File: config.mk
export PLATFORM = sky130hd
export DESIGN_NAME = cdb_broadcaster_flat
export DESIGN_NICKNAME = d
export VERILOG_FILES = /design/src/rtl/cdb_pkg.sv /design/src/rtl/cdb_broadcaster_if.sv /design/src/rtl/cdb_result_fifo.sv /design/src/rtl/cdb_broadcaster.sv /design/src/flat_wrapper.sv
export SDC_FILE = /design/constraint.sdc
export NUM_CORES = 1
export LEC_CHECK = 0
export CORE_AREA = 10 10 238 240
export CTS_CLUSTER_DIAMETER = 40
export DETAILED_ROUTE_END_ITERATION = 12
export DIE_AREA = 0 0 248 250
export PLACE_DENSITY = 0.65
export SYNTH_ARGS = -nofsm -noshare
export SYNTH_HDL_FRONTEND = slang
export SYNTH_SLANG_ARGS = --single-unit
File: constraint.sdc
create_clock -name clk -period 8.6 [get_ports clk]
set_input_delay 1.72 -clock clk [delete_from_list [all_inputs] [get_ports clk]]
set_output_delay 1.72 -clock clk [all_outputs]
set_load 0.01 [all_outputs]
File: src/rtl/cdb_pkg.sv
// Common data bus shared definitions.
// Used by the CDB broadcaster, reservation stations and the ROB so that all
// agree on entry layout and on lane packing (lane 0 = MSB slice of a flat bus).
package cdb_pkg;

    localparam int ROB_W     = 4;
    localparam int DATA_W    = 16;
    localparam int CDB_LANES = 4;

    typedef struct packed {
        logic [ROB_W-1:0]  rob_index;
        logic [DATA_W-1:0] result;
    } cdb_entry_t;

    // Index k = lane k.
    typedef cdb_entry_t [CDB_LANES-1:0] cdb_lanes_t;

    function automatic logic [CDB_LANES-1:0] cdb_pack_valid(input logic [CDB_LANES-1:0] vld);
        logic [CDB_LANES-1:0] f;
        f = '0;
        for (int k = 0; k < CDB_LANES; k++) f[CDB_LANES-1-k] = vld[k];
        return f;
    endfunction

    function automatic logic [CDB_LANES*ROB_W-1:0] cdb_pack_rob(input cdb_lanes_t l);
        logic [CDB_LANES*ROB_W-1:0] f;
        f = '0;
        for (int k = 0; k < CDB_LANES; k++) f[ROB_W*(CDB_LANES-1-k) +: ROB_W] = l[k].rob_index;
        return f;
    endfunction

    function automatic logic [CDB_LANES*DATA_W-1:0] cdb_pack_result(input cdb_lanes_t l);
        logic [CDB_LANES*DATA_W-1:0] f;
        f = '0;
        for (int k = 0; k < CDB_LANES; k++) f[DATA_W*(CDB_LANES-1-k) +: DATA_W] = l[k].result;
        return f;
    endfunction

    function automatic cdb_lanes_t cdb_unpack(input logic [CDB_LANES*ROB_W-1:0]  rob_flat,
                                              input logic [CDB_LANES*DATA_W-1:0] res_flat);
        cdb_lanes_t l;
        l = '0;
        for (int k = 0; k < CDB_LANES; k++) begin
            l[k].rob_index = rob_flat[ROB_W*(CDB_LANES-1-k) +: ROB_W];
            l[k].result    = res_flat[DATA_W*(CDB_LANES-1-k) +: DATA_W];
        end
        return l;
    endfunction

endpackage

File: src/rtl/cdb_broadcaster_if.sv
// FU-result / CDB bundle for the broadcaster.
//   fu_valid_flat / fu_rob_index_flat / fu_result_flat : FU results, FU i at slice i
//   fu_ready_flat                                       : per-FU accept
//   cdb_valid_flat / cdb_rob_index_flat / cdb_result_flat : 4-lane CDB, lane 0 at MSB slice
// master = FU / consumer side, slave = broadcaster.
interface cdb_broadcaster_if #(
    parameter int N_FU   = 6,
    parameter int ROB_W  = 4,
    parameter int DATA_W = 16,
    parameter int LANES  = 4
);
    logic [N_FU-1:0]         fu_valid_flat;
    logic [ROB_W*N_FU-1:0]   fu_rob_index_flat;
    logic [DATA_W*N_FU-1:0]  fu_result_flat;
    logic [N_FU-1:0]         fu_ready_flat;
    logic [LANES-1:0]        cdb_valid_flat;
    logic [LANES*ROB_W-1:0]  cdb_rob_index_flat;
    logic [LANES*DATA_W-1:0] cdb_result_flat;

    modport master (
        output fu_valid_flat, fu_rob_index_flat, fu_result_flat,
        input  fu_ready_flat, cdb_valid_flat, cdb_rob_index_flat, cdb_result_flat
    );

    modport slave (
        input  fu_valid_flat, fu_rob_index_flat, fu_result_flat,
        output fu_ready_flat, cdb_valid_flat, cdb_rob_index_flat, cdb_result_flat
    );
endinterface

File: src/rtl/cdb_result_fifo.sv
// Per-FU result FIFO (DEPTH entries, DEPTH a power of two).
//   clk, rst   : clock, synchronous active-high reset
//   flush      : clears all entries; a same-cycle push is discarded
//   push, din  : write an entry (ignored when full)
//   pop        : retire the head (ignored when empty)
//   head       : oldest entry, valid when count != 0
//   count      : occupancy
//   not_full   : count < DEPTH; independent of a same-cycle pop
module cdb_result_fifo
    import cdb_pkg::*;
#(
    parameter int DEPTH = 2,
    localparam int PTR_W = $clog2(DEPTH),
    localparam int CNT_W = $clog2(DEPTH + 1)
) (
    input  logic             clk,
    input  logic             rst,
    input  logic             flush,
    input  logic             push,
    input  logic             pop,
    input  cdb_entry_t       din,
    output cdb_entry_t       head,
    output logic [CNT_W-1:0] count,
    output logic             not_full
);

    cdb_entry_t       mem_q [DEPTH];
    cdb_entry_t       mem_d [DEPTH];
    logic [PTR_W-1:0] wr_q, wr_d, rd_q, rd_d;
    logic [CNT_W-1:0] count_q, count_d;
    logic             push_ok, pop_ok;

    always_comb begin
        push_ok = push & (count_q < CNT_W'(DEPTH));
        pop_ok  = pop & (count_q != '0);
        mem_d   = mem_q;
        wr_d    = wr_q;
        rd_d    = rd_q;
        count_d = count_q;
        if (flush) begin
            wr_d    = '0;
            rd_d    = '0;
            count_d = '0;
        end else begin
            if (push_ok) begin
                mem_d[wr_q] = din;
                wr_d        = wr_q + PTR_W'(1);
            end
            if (pop_ok) rd_d = rd_q + PTR_W'(1);
            count_d = count_q + CNT_W'(push_ok) - CNT_W'(pop_ok);
        end
    end

    always_ff @(posedge clk) begin
        if (rst) begin
            wr_q    <= '0;
            rd_q    <= '0;
            count_q <= '0;
        end else begin
            wr_q    <= wr_d;
            rd_q    <= rd_d;
            count_q <= count_d;
        end
    end

    // Storage needs no reset: occupancy alone decides what is visible.
    always_ff @(posedge clk) mem_q <= mem_d;

    assign head     = mem_q[rd_q];
    assign count    = count_q;
    assign not_full = count_q < CNT_W'(DEPTH);

endmodule

File: src/rtl/cdb_broadcaster.sv
// CDB transmit side: buffers FU results in per-FU FIFOs and broadcasts up to
// four per cycle on the registered 4-lane CDB, round-robin across FUs.
//   clk, rst : clock, synchronous active-high reset
//   flush    : mispredict flush, drops every buffered and same-cycle result
//   bus      : FU result inputs, per-FU ready, CDB outputs (lane 0 at MSB)
module cdb_broadcaster #(
    parameter int N_FU       = 6,
    parameter int FIFO_DEPTH = 2,
    parameter int ROB_W      = 4,
    parameter int DATA_W     = 16
) (
    input  logic               clk,
    input  logic               rst,
    input  logic               flush,
    cdb_broadcaster_if.slave   bus
);
    import cdb_pkg::*;

    localparam int FU_W  = $clog2(N_FU);
    localparam int SW    = FU_W + 1;
    localparam int CNT_W = $clog2(FIFO_DEPTH + 1);

    cdb_entry_t            fu_entry   [N_FU];
    cdb_entry_t            head       [N_FU];
    logic [CNT_W-1:0]      fifo_count [N_FU];
    logic [N_FU-1:0]       not_full, nonempty, fu_ready, push, grant;

    logic [FU_W-1:0]       rr_ptr_q, rr_ptr_d;
    logic [CDB_LANES-1:0]  cdb_vld_q, cdb_vld_d;
    cdb_lanes_t            cdb_lane_q, cdb_lane_d;

    logic [CDB_LANES-1:0]  lane_vld;
    cdb_lanes_t            lane_entry;
    logic [2:0]            used;
    logic [SW-1:0]         scan, nxt;
    logic [FU_W-1:0]       idx, last;

    assign fu_ready          = not_full & {N_FU{~rst}};
    assign bus.fu_ready_flat = fu_ready;
    assign push              = bus.fu_valid_flat & fu_ready & {N_FU{~flush}};

    for (genvar gi = 0; gi < N_FU; gi++) begin : g_fu
        assign fu_entry[gi] = '{rob_index: bus.fu_rob_index_flat[ROB_W*gi +: ROB_W],
                                result:    bus.fu_result_flat[DATA_W*gi +: DATA_W]};
        assign nonempty[gi] = fifo_count[gi] != '0;

        cdb_result_fifo #(.DEPTH(FIFO_DEPTH)) u_fifo (
            .clk      (clk),
            .rst      (rst),
            .flush    (flush),
            .push     (push[gi]),
            .pop      (grant[gi]),
            .din      (fu_entry[gi]),
            .head     (head[gi]),
            .count    (fifo_count[gi]),
            .not_full (not_full[gi])
        );
    end

    // Round-robin scan starting at rr_ptr; first four non-empty FIFOs take
    // lanes 0..3 in scan order. Only registered heads are seen, so a push
    // never reaches the CDB in the cycle it arrives.
    always_comb begin
        grant      = '0;
        lane_vld   = '0;
        lane_entry = '0;
        used       = '0;
        last       = '0;
        scan       = '0;
        idx        = '0;
        nxt        = '0;
        rr_ptr_d   = rr_ptr_q;
        for (int j = 0; j < N_FU; j++) begin
            scan = {1'b0, rr_ptr_q} + SW'(j);
            if (scan >= SW'(N_FU)) scan = scan - SW'(N_FU);
            idx = scan[FU_W-1:0];
            if (nonempty[idx] && used < 3'd4) begin
                grant[idx]            = 1'b1;
                lane_vld[used[1:0]]   = 1'b1;
                lane_entry[used[1:0]] = head[idx];
                used                  = used + 3'd1;
                last                  = idx;
            end
        end
        // Pointer resumes just past the last winner; frozen across a flush.
        if (used != '0 && !flush) begin
            nxt = {1'b0, last} + SW'(1);
            if (nxt == SW'(N_FU)) nxt = '0;
            rr_ptr_d = nxt[FU_W-1:0];
        end
        cdb_vld_d  = flush ? '0 : lane_vld;
        cdb_lane_d = flush ? '0 : lane_entry;
    end

    always_ff @(posedge clk) begin
        if (rst) begin
            rr_ptr_q   <= '0;
            cdb_vld_q  <= '0;
            cdb_lane_q <= '0;
        end else begin
            rr_ptr_q   <= rr_ptr_d;
            cdb_vld_q  <= cdb_vld_d;
            cdb_lane_q <= cdb_lane_d;
        end
    end

    assign bus.cdb_valid_flat     = cdb_pack_valid(cdb_vld_q);
    assign bus.cdb_rob_index_flat = cdb_pack_rob(cdb_lane_q);
    assign bus.cdb_result_flat    = cdb_pack_result(cdb_lane_q);

    // An FU offering a result while not ready loses it.
    a_no_push_when_full: assert property (@(posedge clk) disable iff (rst)
        (bus.fu_valid_flat & ~fu_ready) == '0);

endmodule

File: src/flat_wrapper.sv
// flat-port wrapper written by rule: the top's interface ports become plain ports
module cdb_broadcaster_flat import cdb_pkg::*;
#(
    parameter int N_FU       = 6,
    parameter int FIFO_DEPTH = 2,
    parameter int ROB_W      = 4,
    parameter int DATA_W     = 16
)
  (clk, rst, flush, bus_fu_valid_flat, bus_fu_rob_index_flat, bus_fu_result_flat, bus_fu_ready_flat, bus_cdb_valid_flat, bus_cdb_rob_index_flat, bus_cdb_result_flat);
  cdb_broadcaster_if #(.N_FU(N_FU), .ROB_W(ROB_W), .DATA_W(DATA_W)) bus_i ();
  input  logic clk;
  input  logic rst;
  input  logic flush;
  input wire logic [$bits(bus_i.fu_valid_flat)-1:0] bus_fu_valid_flat;
  input wire logic [$bits(bus_i.fu_rob_index_flat)-1:0] bus_fu_rob_index_flat;
  input wire logic [$bits(bus_i.fu_result_flat)-1:0] bus_fu_result_flat;
  output wire logic [$bits(bus_i.fu_ready_flat)-1:0] bus_fu_ready_flat;
  output wire logic [$bits(bus_i.cdb_valid_flat)-1:0] bus_cdb_valid_flat;
  output wire logic [$bits(bus_i.cdb_rob_index_flat)-1:0] bus_cdb_rob_index_flat;
  output wire logic [$bits(bus_i.cdb_result_flat)-1:0] bus_cdb_result_flat;
  assign bus_i.fu_valid_flat = bus_fu_valid_flat;
  assign bus_i.fu_rob_index_flat = bus_fu_rob_index_flat;
  assign bus_i.fu_result_flat = bus_fu_result_flat;
  assign bus_fu_ready_flat = bus_i.fu_ready_flat;
  assign bus_cdb_valid_flat = bus_i.cdb_valid_flat;
  assign bus_cdb_rob_index_flat = bus_i.cdb_rob_index_flat;
  assign bus_cdb_result_flat = bus_i.cdb_result_flat;
  cdb_broadcaster #(.N_FU(N_FU), .FIFO_DEPTH(FIFO_DEPTH), .ROB_W(ROB_W), .DATA_W(DATA_W)) u_core (.clk(clk), .rst(rst), .flush(flush), .bus(bus_i));
endmodule
==> qor.yml <==
yosys:
  ys_seq_area_frac: 0.470
  synthFlopType: "edfxtp_1"
  avgSynthCellArea_sq_um: 9.58
  ys_warn_count: 0
  synth_area_leader_cell: "edfxtp_1"
  synth.distinct_cells: 79
  synthMostInstantiatedCell: "nor2_1"
  ys_ff_latch: 351
  synth_cells: 2097
  synth_commonest_cells: "338 x nor2_1, 240 x edfxtp_1, 147 x nand2_1"
  synth-edff-count: 240
  syn-num-nets: 2261
  synth_top_area_share: 0.359
  postSynth.asyncResetShare: 0
  syn_area_sq_um: 20100
  synthTopCellsByArea: "edfxtp_1 36%, dfxtp_1 11%, mux2_2 8.1%"
finish:
  area_delta_synth_final_pct: 21.5
  regArea_sq_um: 9430
  final_area_sq_um: 24400
  multi_input_area_sq_um: 9900
  fill_cells: 4744
  n_antenna_cell: 0
  drive_above_1_share: 0.130
  fin_nets: 2385
global_route:
  grt_max_degree: 74
  grt_pass1_vias: 16000
  grt_antenna_before_repair: 0
  grt_pass1_wl_mm: 105
  overflow: 0
  grtUsageTotal: 0.221
pwr:
  powerDensity_nw_per_um2: 357
  p_leak_nw: 8.31
  ir_drop_uv: 276
  power.total_w: 0.00870
run_status:
  status: "completed"
place:
  dpl_worst_slack_ns: 1.30
  place_congestion: 0.977
  placed_area_sq_um: 22800
  portBuffers: 218
  place_hpwl_mm: 54.3
detailed_routing:
  routed_via_density: 5.82
  ant_nets: 0
  drt_iter0_drc: 1743
  drc: 0
  drt_first_pass_iters: 6
  vias: 17200
  wirelength_mm: 71.1
  wl_per_cell_um: 24.1
critical_path:
  crit_fanout: 63
  setup.worst_path.start: "u_core.rr_ptr_q[0]"
  startpoint_type: "flip-flop"
  crit_type: "reg -> reg"
  r2r-start: "u_core.rr_ptr_q[0]"
  endpoint_kind: "flip-flop"
  required_ns: 9.07
  critPathArrivalTime_ns: 7.90
sta:
  fin_setup_tns_ns: 0
  setup_viol: 0
  finalCritPeriodShare: 0.864
  rsz0062_at_grt: "false"
  worst_slack_ns: 1.17
  slew_viol_final: 0
  fin_crit_ns: 7.43
  clock-skew-final_ns: 0.0318
  holdWs_ns: 0.564
  fmax_mhz: 135
  maxSlewHeadroom: 0.234
  hold_viol_final: 0
  tightestPinTransition_ns: 1.14
clock_tree:
  htree_num_levels: 2
  ctsHoldBuffers: 0
  cts_num_sinks: 351
  cts_buffers: 48
  root_buffer: "clkbuf_16"
  cts.clk_slew.worst_paths_ns: 0.06
  post_cts_resized: 0
  clock_latency_ns: 0.60
  cts_buffer_depth: 3
  cts_setup_buffers: 0
  tritoncts: "built"
floorplanning:
  boundaryPins: 219
  core_sq_um: 52000
  die_area_sq_um: 62000
  initial_utilization: 0.386
  die_x_um: 248
  die_y_um: 250
  rows: 84
run:
  max_cap_violations: 0
worst_hold_path:
  hp-start: "u_core.g_fu[5].u_fifo.wr_q"
  hp-class: "reg -> reg"
-- worst paths after layout --
path                            slack [ns]  depth (start not counted)                          to
worst max-delay path                  1.17                         24          u_core.rr_ptr_q[0]
worst min-delay path                  0.56                          3  u_core.g_fu[5].u_fifo.wr_q
worst max register to register        1.17                         24          u_core.rr_ptr_q[0]
worst min register to register        0.56                          3  u_core.g_fu[5].u_fifo.wr_q
-- critical path, stage by stage (launching register included) --
cell and delay [ns]:
dfxtp_4 0.83, inv_2 0.07, ha_1 0.76, mux2_2 0.62, o2bb2ai_1 0.20, nand2b_1 0.66, inv_1 0.20, ha_1 0.42
and2_1 0.17, a21boi_4 0.24, inv_2 0.26, ha_1 0.42, inv_1 0.09, o211ai_2 0.38, nor2_1 0.09, a21oi_2 0.22
inv_1 0.10, ha_1 0.29, nor2_1 0.05, and3_1 0.18, o2111ai_1 0.10, mux2i_1 0.12, a311oi_2 0.46, nor2_1 0.11
a22o_1 0.24
-- cells in the final DEF (no fill, tap or decap), types with 7 or more instances in the layout --
cell type / synthesis / final
clkdlybuf4s50_1: 0 / 218
clkbuf_16: 0 / 48
o22ai_1: 41 / 41
a211oi_1: 21 / 21
buf_4: 2 / 36
nor2_1: 338 / 334
xor2_1: 10 / 10
edfxtp_1: 240 / 240
and3_1: 28 / 28
o311ai_0: 20 / 20
nand2_1: 147 / 147
o211ai_1: 41 / 41
inv_1: 28 / 27
a221oi_1: 20 / 20
o22a_1: 21 / 21
xnor2_1: 23 / 22
mux2_2: 144 / 144
a22oi_1: 45 / 43
nand3_1: 47 / 47
o21a_1: 22 / 22
nor3_1: 48 / 48
dfxtp_1: 111 / 110
clkbuf_1: 134 / 7
mux2i_1: 93 / 93
ha_1: 35 / 34
a31oi_1: 23 / 22
a21oi_1: 118 / 117
o21ai_1: 39 / 39
o21ai_0: 130 / 130
and2_1: 13 / 13
-- routing by layer --
layer | global-route usage | part of all wire | vias up
met5 | 0 | 0 | -
met4 | 0.0582 | 0.025 | 0
met3 | 0.0496 | 0.091 | 82
met2 | 0.327 | 0.43 | 856
met1 | 0.318 | 0.45 | 8226
li1 | - | - | 7991
-- state kept, by name, summed over array words and instances, names as in the netlist --
| signal | cells |
|---|---|
| u_core.g_fu.u_fifo.wr_q | 6 |
| u_core.g_fu.u_fifo.count | 12 |
| u_core.bus.cdb_rob_index_flat | 16 |
| u_core.g_fu.u_fifo.rd_q | 6 |
| u_core.g_fu.u_fifo.mem_q | 240 |
| u_core.bus.cdb_result_flat | 64 |
| u_core.cdb_vld_q | 4 |
| u_core.rr_ptr_q | 3 |
-- layout make-up --
cell class / count / share of cell area
clock inverters: 33 / 0.0167
clock buffers: 56 / 0.0509
repair buffers: 254 / 0.100
multi-input cells: 1536 / 0.406
inverters: 30 / 0.00461
flip-flops and latches: 351 / 0.387
well taps: 688 / 0.0353
-- report_power, final --
part	internal [W]	total, W	switching (W)	leakage, nW
Clock	0.00124	0.00202	0.000779	0.792
Combinational	0.00153	0.00463	0.00310	4.44
Sequential	0.00195	0.00205	0.000105	3.08
Total	0.00472	0.00870	0.00398	8.31
-- cell families after synthesis --
group / share of synthesized area
flops: 0.470
compound gates: 0.186
buf+inv: 0.0416
simple gates: 0.137
mux: 0.129
fa+ha+maj: 0.0218
xor+xnor: 0.0152
-- per-stage QoR --
step	cells	utilization
6_report	2948	0.469
5_1_grt	2948	0.469
4_1_cts	2948	0.469
3_5_place_dp	2859	0.437
3_3_place_gp	2859	0.437
2_1_floorplan	2097	-
Note: power is estimated with default switching activity, not from simulation.
